--- src/rtl/dm_pkg.sv ---
// Shared encodings for the data-memory port arbiter: access sizes, FSM states
// and the memory's byte-enable patterns.
package dm_pkg;

  localparam logic [1:0] SZ_BYTE = 2'd0;
  localparam logic [1:0] SZ_HALF = 2'd1;
  localparam logic [1:0] SZ_WORD = 2'd2;
  localparam logic [1:0] SZ_ILL  = 2'd3;

  typedef enum logic [1:0] {
    ST_IDLE   = 2'd0,
    ST_ACCESS = 2'd1,
    ST_DONE   = 2'd2
  } state_e;

  localparam logic [3:0] BE_NONE    = 4'b0000;
  localparam logic [3:0] BE_WORD    = 4'b1111;
  localparam logic [3:0] BE_HALF_LO = 4'b0011;
  localparam logic [3:0] BE_HALF_HI = 4'b1100;

  // One-hot byte lane for a byte access at the given word offset.
  function automatic logic [3:0] byte_be(input logic [1:0] offset);
    return 4'b0001 << offset;
  endfunction

endpackage

--- src/rtl/dm_lane_ctrl.sv ---
// Combinational lane logic for one access: byte enables, alignment check and
// extraction/extension of the addressed lane from the memory read word.
module dm_lane_ctrl
  import dm_pkg::*;
#(
  parameter int width = 32
) (
  input  logic [1:0]       addr_lo,
  input  logic [1:0]       size,
  input  logic             sgn,
  input  logic [width-1:0] dout,
  output logic [3:0]       be,
  output logic             misaligned,
  output logic [width-1:0] rdata
);

  logic [7:0]  lane8;
  logic [15:0] lane16;

  // NOTE: every output of a combinational block gets a default before the case,
  // so no path leaves a value unassigned and no latch is inferred.
  always_comb begin
    be         = BE_NONE;
    misaligned = 1'b0;
    rdata      = '0;
    lane8      = dout[{addr_lo, 3'b000} +: 8];
    lane16     = addr_lo[1] ? dout[31:16] : dout[15:0];
    case (size)
      SZ_BYTE: begin
        be    = byte_be(addr_lo);
        rdata = {{(width-8){sgn & lane8[7]}}, lane8};
      end
      SZ_HALF: begin
        if (addr_lo[0]) begin
          misaligned = 1'b1;
        end else begin
          be    = addr_lo[1] ? BE_HALF_HI : BE_HALF_LO;
          rdata = {{(width-16){sgn & lane16[15]}}, lane16};
        end
      end
      SZ_WORD: begin
        if (addr_lo != 2'd0) begin
          misaligned = 1'b1;
        end else begin
          be    = BE_WORD;
          rdata = dout;
        end
      end
      default: misaligned = 1'b1;
    endcase
  end

endmodule

--- src/rtl/dm_port_arbiter.sv ---
// Round-robin sharing of the single-port data memory between the MEM stage
// (port 0) and the debug loader (port 1); one access every three cycles.
module dm_port_arbiter
  import dm_pkg::*;
#(
  parameter int AddrWidth = 10,
  parameter int width     = 32
) (
  input  logic                 clk,
  input  logic                 rst,
  input  logic                 req0,
  input  logic                 req1,
  input  logic                 we0,
  input  logic                 we1,
  input  logic [AddrWidth+1:0] addr0,
  input  logic [AddrWidth+1:0] addr1,
  input  logic [1:0]           size0,
  input  logic [1:0]           size1,
  input  logic                 sgn0,
  input  logic                 sgn1,
  input  logic [width-1:0]     wdata0,
  input  logic [width-1:0]     wdata1,
  output logic                 ack0,
  output logic                 ack1,
  output logic                 err0,
  output logic                 err1,
  output logic [width-1:0]     rdata0,
  output logic [width-1:0]     rdata1,
  output logic [AddrWidth-1:0] dm_addr,
  output logic [3:0]           dm_be,
  output logic [width-1:0]     dm_din,
  output logic                 dm_we,
  input  logic [width-1:0]     dm_dout
);

  state_e               state_q, state_d;
  logic                 last_grant_q, last_grant_d;
  logic                 port_q, port_d;
  logic                 we_q, we_d;
  logic [AddrWidth+1:0] addr_q, addr_d;
  logic [1:0]           size_q, size_d;
  logic                 sgn_q, sgn_d;
  logic [width-1:0]     wdata_q, wdata_d;
  logic [width-1:0]     rdata0_q, rdata0_d, rdata1_q, rdata1_d;
  logic                 ack0_q, ack0_d, ack1_q, ack1_d;
  logic                 err0_q, err0_d, err1_q, err1_d;

  logic                 grant;
  logic                 access;
  logic [3:0]           lane_be;
  logic                 lane_mis;
  logic [width-1:0]     lane_rdata;

  dm_lane_ctrl #(.width(width)) u_lane (
    .addr_lo    (addr_q[1:0]),
    .size       (size_q),
    .sgn        (sgn_q),
    .dout       (dm_dout),
    .be         (lane_be),
    .misaligned (lane_mis),
    .rdata      (lane_rdata)
  );

  always_comb begin
    state_d      = state_q;
    last_grant_d = last_grant_q;
    port_d       = port_q;
    we_d         = we_q;
    addr_d       = addr_q;
    size_d       = size_q;
    sgn_d        = sgn_q;
    wdata_d      = wdata_q;
    rdata0_d     = rdata0_q;
    rdata1_d     = rdata1_q;
    ack0_d       = 1'b0;
    ack1_d       = 1'b0;
    err0_d       = 1'b0;
    err1_d       = 1'b0;
    grant        = 1'b0;
    case (state_q)
      ST_IDLE: begin
        if (req0 || req1) begin
          // Contention goes to the port that did not win last time.
          grant        = (req0 && req1) ? ~last_grant_q : req1;
          port_d       = grant;
          last_grant_d = grant;
          we_d         = grant ? we1    : we0;
          addr_d       = grant ? addr1  : addr0;
          size_d       = grant ? size1  : size0;
          sgn_d        = grant ? sgn1   : sgn0;
          wdata_d      = grant ? wdata1 : wdata0;
          state_d      = ST_ACCESS;
        end
      end
      ST_ACCESS: begin
        state_d = ST_DONE;
        if (port_q) begin
          ack1_d = 1'b1;
          err1_d = lane_mis;
          if (lane_mis)   rdata1_d = '0;
          else if (!we_q) rdata1_d = lane_rdata;
        end else begin
          ack0_d = 1'b1;
          err0_d = lane_mis;
          if (lane_mis)   rdata0_d = '0;
          else if (!we_q) rdata0_d = lane_rdata;
        end
      end
      ST_DONE: state_d = ST_IDLE;
      default: state_d = ST_IDLE;
    endcase
  end

  // NOTE: sequential state uses non-blocking assignments so every flop samples
  // the pre-edge values; the request latches are reset too, keeping the
  // memory-side outputs free of X after reset.
  always_ff @(posedge clk) begin
    if (rst) begin
      state_q      <= ST_IDLE;
      last_grant_q <= 1'b1;
      port_q       <= 1'b0;
      we_q         <= 1'b0;
      addr_q       <= '0;
      size_q       <= SZ_BYTE;
      sgn_q        <= 1'b0;
      wdata_q      <= '0;
      rdata0_q     <= '0;
      rdata1_q     <= '0;
      ack0_q       <= 1'b0;
      ack1_q       <= 1'b0;
      err0_q       <= 1'b0;
      err1_q       <= 1'b0;
    end else begin
      state_q      <= state_d;
      last_grant_q <= last_grant_d;
      port_q       <= port_d;
      we_q         <= we_d;
      addr_q       <= addr_d;
      size_q       <= size_d;
      sgn_q        <= sgn_d;
      wdata_q      <= wdata_d;
      rdata0_q     <= rdata0_d;
      rdata1_q     <= rdata1_d;
      ack0_q       <= ack0_d;
      ack1_q       <= ack1_d;
      err0_q       <= err0_d;
      err1_q       <= err1_d;
    end
  end

  // Reset gates the strobe combinationally so an in-flight store never lands.
  assign access  = (state_q == ST_ACCESS) && !rst;
  assign dm_addr = access ? addr_q[AddrWidth+1:2] : '0;
  assign dm_be   = access ? lane_be : BE_NONE;
  assign dm_din  = access ? wdata_q : '0;
  assign dm_we   = access && we_q && !lane_mis;

  assign ack0   = ack0_q;
  assign ack1   = ack1_q;
  assign err0   = err0_q;
  assign err1   = err1_q;
  assign rdata0 = rdata0_q;
  assign rdata1 = rdata1_q;

endmodule
--- config.mk ---
export PLATFORM = sky130hd
export DESIGN_NAME = dm_port_arbiter
export DESIGN_NICKNAME = d
export VERILOG_FILES = /design/src/rtl/dm_pkg.sv /design/src/rtl/dm_lane_ctrl.sv /design/src/rtl/dm_port_arbiter.sv
export SDC_FILE = /design/constraint.sdc
export NUM_CORES = 1
export LEC_CHECK = 0
export ABC_AREA = 1
export ABC_CLOCK_PERIOD_IN_PS = 1890
export CORE_ASPECT_RATIO = 2
export CORE_MARGIN = 2
export CORE_UTILIZATION = 35
export DETAILED_ROUTE_END_ITERATION = 6
export PLACE_DENSITY = 0.65
export SLEW_MARGIN = 40
export SYNTH_ARGS = -nofsm -noshare
export SYNTH_HDL_FRONTEND = slang
export SYNTH_HIERARCHICAL = 1
export SYNTH_SLANG_ARGS = --single-unit
--- constraint.sdc ---
create_clock -name clk -period 1.89 [get_ports clk]
set_clock_uncertainty 0.05 [all_clocks]
set_input_delay 0.378 -clock clk [delete_from_list [all_inputs] [get_ports clk]]
set_output_delay 0.378 -clock clk [all_outputs]
set_load 0.02 [all_outputs]
Word level (Yosys, flattened, before mapping)
Index checks and enable logic that the tools add are counted.

storage, ports and cells
  bits of input ports = 132
  logic and storage cells = 68
  output and inout port bits = 115
  bits in registers = 120

cells by class
  equal/unequal tests = 5
  bitwise operators = 5
  multiplexer cells = 26
  reduce and logical (&&, ||, !) cells = 16
  shift operators = 2

operators by type and width
  cell                 count
  $mux 32              6
  $pmux 32 s3          1
  $shiftx 32x6->8      1
  $mux 16              1
  $mux 4               4
  $mux 12              1
  $pmux 4 s3           1
  $mux 10              1
  $mux 1               7
  $reduce_and 3->1     2
  $reduce_or 3->1      2
  $eq 2x1->1 const B   2
  $logic_and 1x1->1    4
  $logic_not 2->1      2
  $mux 2               2
  $pmux 2 s2           1
  $shl 1x2->4 const A  1
  $not 1->1            3
  $pmux 1 s3           1
  $and 1x1->1          2
  $eq 2x2->1 const B   1
  $logic_not 1->1      2
  $ne 2x1->1 const B   1
  $ne 2x2->1 const B   1
  4 further kinds      4

Depth between registers and ports, before layout
  depth in word-level cells = 6
  depth in mapped cells = 13
  mapped depth without buffers = 11

Cells and area by module
The synthesis kept the hierarchy.

by module, submodules not included
  module           instances  cells each  area an instance (um^2)  sequential area each (um^2)
  dm_port_arbiter  1          1014        6063.3                   2402.3
  dm_lane_ctrl     1          199         888.4                    0.0

Worst setup path after synthesis
No wires, ideal clock.

  path kind = register -> output
  start = register size_q[1]
  end = output port dm_be[1]
  cell stages (with the launch flop) = 8
  buffers on the path = 2
  arrival = 1403 ps
  data required time = 1462 ps
  slack = 59 ps
  path through = dfxtp_1 > buf_2 > nor2_2 > buf_4 > nand2_1 > o21ai_0 > inv_1 > nor2_1

between the ends
  cells in the longest elaborated chain, start to end = 3
  elaborated cells on any way between the ends = 5
  classes of those cells = 2 x eq/ne; 2 x mux; 1 x reduce/logical

RTL lines
  element                                   line                    RTL
  from (decl)                               dm_port_arbiter.sv:41   logic [1:0] size_q, size_d;
  from (signal assigned)                    dm_port_arbiter.sv:139  size_q <= size_d;
  $eq 2x2->1, or another cell as far along  dm_lane_ctrl.sv:28      case (size)
  $pmux 4 s3 (*)                            dm_lane_ctrl.sv:28
  named net lane_be[1]                      dm_port_arbiter.sv:50   logic [3:0] lane_be;
  $mux 4 (*)                                dm_port_arbiter.sv:154  assign dm_be = access ? lane_be : BE_NONE;
  to (decl)                                 dm_port_arbiter.sv:30   output logic [3:0] dm_be,

The timed path passes the listed nets; every way through them passes the cells marked *.

Worst setup path after layout
  start = register state_q[0]
  end = output port dm_din[19]

between the ends
  cells in the longest elaborated chain, start to end = 3

RTL lines
  element                 line                    RTL
  from (decl)             dm_port_arbiter.sv:36   state_e state_q, state_d;
  from (signal assigned)  dm_port_arbiter.sv:134  state_q <= state_d;
  $eq 2x1->1              dm_port_arbiter.sv:152  assign access = (state_q == ST_ACCESS) && !rst;
  $logic_and 1x1->1       dm_port_arbiter.sv:152
  $mux 32                 dm_port_arbiter.sv:155  assign dm_din = access ? wdata_q : '0;
  to (decl)               dm_port_arbiter.sv:31   output logic [width-1:0] dm_din,

No other way between the ends.

==> results.json <==
{
  "area_growth_pct": 57.8,
  "num_rows": 73,
  "synth_area_per_cell_sq_um": 5.73,
  "antenna_cells": 0,
  "synth_area_sq_um": 6950,
  "cap_violations": 0,
  "crit_path_end_kind": "output pin",
  "ys_warn_count": 6,
  "cp_slowest_stage_delay_ps": 330,
  "synthDominantCellAreaShare_pct": 34.6,
  "die_height_microns": 203,
  "max_freq_ghz": 0.519,
  "setup_violations": 18,
  "cts_hold_buf": 0,
  "num-nets-final": 1607,
  "worst_slew_margin_rel_pct": 67.3,
  "status": "finished, violations left",
  "grt_pass1_vias": 7637,
  "layout-drive-gt1-share_pct": 16.2,
  "final_antenna_net_count": 0,
  "worstPathMaxFanout": 8,
  "crit_chain": "inv_2 > nor2_8 > nand2_8 > clkbuf_16 > nor2_4 > buf_6",
  "place_area_sq_um": 9910,
  "yosys-top-cells-count": "352 x nor2_1, 298 x nand2_1, 215 x inv_1",
  "layout_min_cycle_time_ps": 1930,
  "grt.total_usage_pct": 22.1,
  "nFillCells": 1964,
  "crit_buf_inv": 3,
  "reg2reg_slack_ps": 60,
  "core_sq_um": 19600,
  "finalMaxSlewViolations": 0,
  "route.vias.total": 8031,
  "failed_checks": "setup timing",
  "port_buffers": 246,
  "yosysSeqAreaShare_pct": 34.6,
  "p_leak_nw": 5.49,
  "drt-pass1-iter-count": 5,
  "clkSinkCount": 120,
  "dp_hpwl_microns": 16600,
  "synth_flop_cell": "dfxtp_1",
  "crit_family": "buffers and inverters",
  "cts-htree-levels": 4,
  "cts_max_path_buffers": 2,
  "grt_pass1_wl_microns": 37800,
  "worst_hold_path_type": "input port to register",
  "fp.dieW_microns": 104,
  "fin_crit_sh_pct": 102,
  "seqCellArea_sq_um": 2420,
  "clk_pin_slew_worst_paths_ps": 50,
  "cts_tree": "built",
  "cp.arrival_ps": 1500,
  "synth_most_common_cell": "nor2_1",
  "final_area_sq_um": 11000,
  "via_per_inst": 4.59,
  "hold_slack_ps": 362,
  "p_total_mw": 8.61,
  "ys_types": 27,
  "yosysTopAreaCell": "dfxtp_1",
  "crit_path_start_kind": "register",
  "path_class": "register to output pin",
  "grt_max_degree": 61,
  "worst_pin_slew_ps": 489,
  "syn_inst": 1213,
  "detail_route.wl_per_cell_microns": 13.7,
  "gp_congestion": 0.888,
  "multi_input_area_sq_um": 3670,
  "synth_edf_count": 0,
  "hold_viol_final": 0,
  "overflow": 0,
  "worstPathRequired_ps": 1460,
  "ys_seq_elements": 120,
  "rsz0062_at_grt": "true",
  "synthTopCellsByArea": "dfxtp_1 35%, nor2_1 19%, nand2_1 16%, inv_1 12%, nand3_1 4.5%",
  "die_area_sq_um": 21100,
  "antenna_found_initial": 0,
  "drt_drc_violations_left": 0,
  "cts_buffers": 17,
  "clk-insertion-delay-late_ps": 420,
  "setup_slack_ps": -37.4,
  "async_flop_share_pct": 0,
  "powerDensity_nw_per_um2": 785,
  "critPathSlowestCell": "dfxtp_2",
  "root_buffer": "clkbuf_16",
  "peakVddDrop_mv": 0.588,
  "num_io_pins": 247,
  "detail_route.iter0.violations": 414,
  "syn_nets": 1345,
  "initial_core_util_pct": 35.4,
  "drt_wl_total_microns": 24000
}
-- flip-flops by register name, indices dropped and copies added, names as in the netlist --
name,cells
addr_q,12
err1,1
we_q,1
rdata1,32
ack1,1
sgn_q,1
state_q,2
port_q,1
last_grant_q,1
rdata0,32
ack0,1
wdata_q,32
err0,1
size_q,2
-- kinds of logic after synthesis --
group / count (synthesis) / share of synthesized area, %
simple gates: 748 / 43.7
buf+inv: 289 / 17.7
flops: 120 / 34.6
compound gates: 56 / 4.10
-- cells in the final DEF (no fill, tap or decap), types with 2 or more instances in the layout --
master and instances:
bufinv_16 2, o21ai_1 3, buf_12 12, inv_4 4
dfxtp_4 3, nand2_1 289, nor3_1 2, nand3_2 2
clkinv_4 2, nand4_1 20, clkbuf_1 3, nand3_1 62
nand2_8 2, buf_4 68, nor2_1 294, dfxtp_1 114
nand3_4 3, inv_1 211, inv_2 6, nand2_2 7
buf_6 26, clkdlybuf4s50_1 196, nand2_4 2, clkinvlp_4 3
clkbuf_16 20, o21ai_0 49, clkinv_2 4, dfxtp_2 3
nor2_4 24, nor2_2 40
-- final cells by class --
class                   count  share of cell area [%]
clock buffers              21                    4.11
clock inverters            11                    1.13
inverters                 222                    7.70
multi-input cells         805                    33.5
flip-flops and latches    120                    22.0
well taps                 262                    2.99
repair buffers            309                    28.6
-- worst paths after layout --
check / startpoint / end / cells past startpoint
worst max-delay path: state_q[0]$_SDFFE_PP0P_ / dm_din[19] / 6
worst min-delay path: rst / state_q[0]$_SDFFE_PP0P_ / 3
worst max register to register: addr_q[1]$_SDFFE_PP0P_ / rdata0[13]$_SDFFE_PP0P_ / 14
worst min register to register: rdata1[19]$_SDFFE_PP0P_ / rdata1[19]$_SDFFE_PP0P_ / 2
-- report_power, final --
group / switching [mW] / leakage [nW] / total, mW / internal [mW]
Combinational: 1.42 / 4.23 / 2.50 / 1.08
Clock: 1.23 / 0.273 / 3.20 / 1.97
Sequential: 0.152 / 0.988 / 2.91 / 2.76
Total: 2.80 / 5.49 / 8.61 / 5.81
-- timing repair --
action                                 4_1_cts  5_1_grt
cloned                                       1        4
buffers inserted                             3        3
endpoints found under the hold margin        0        0
resized for setup                          234      143
setup endpoints to repair                   48       90
pin swaps                                    2       21
-- stage by stage --
step / util (%) / std cells / worst slack (ps) / setup TNS (ps)
2_1_floorplan: - / 1213 / 58.6 / 0
3_3_place_gp: 50.5 / 1707 / -398 / -39360
3_5_place_dp: 50.5 / 1707 / -425 / -43400
4_1_cts: 53.0 / 1743 / -70.8 / -154
5_1_grt: 55.9 / 1750 / -124 / -2900
6_report: 55.9 / 1750 / -37.4 / -353
-- metal layers --
layer	wire length [microns]	GRT usage [%]
met1	10100	26.4
met2	11700	38.2
met3	1810	6.58
met4	418	6.56
met5	0	0
-- worst reg2reg max path: stages, from the launching register on --
cell	delay [ps]
dfxtp_4	370
nor2_4	170
nand2_2	100
buf_4	140
buf_4	130
nor2_4	70
buf_6	120
nand2_1	50
nand2_1	60
inv_1	40
nand2_1	50
nand2_1	120
nand4_1	130
nand2_1	50
nor2_1	100
Power figures use the tool's default switching activity.
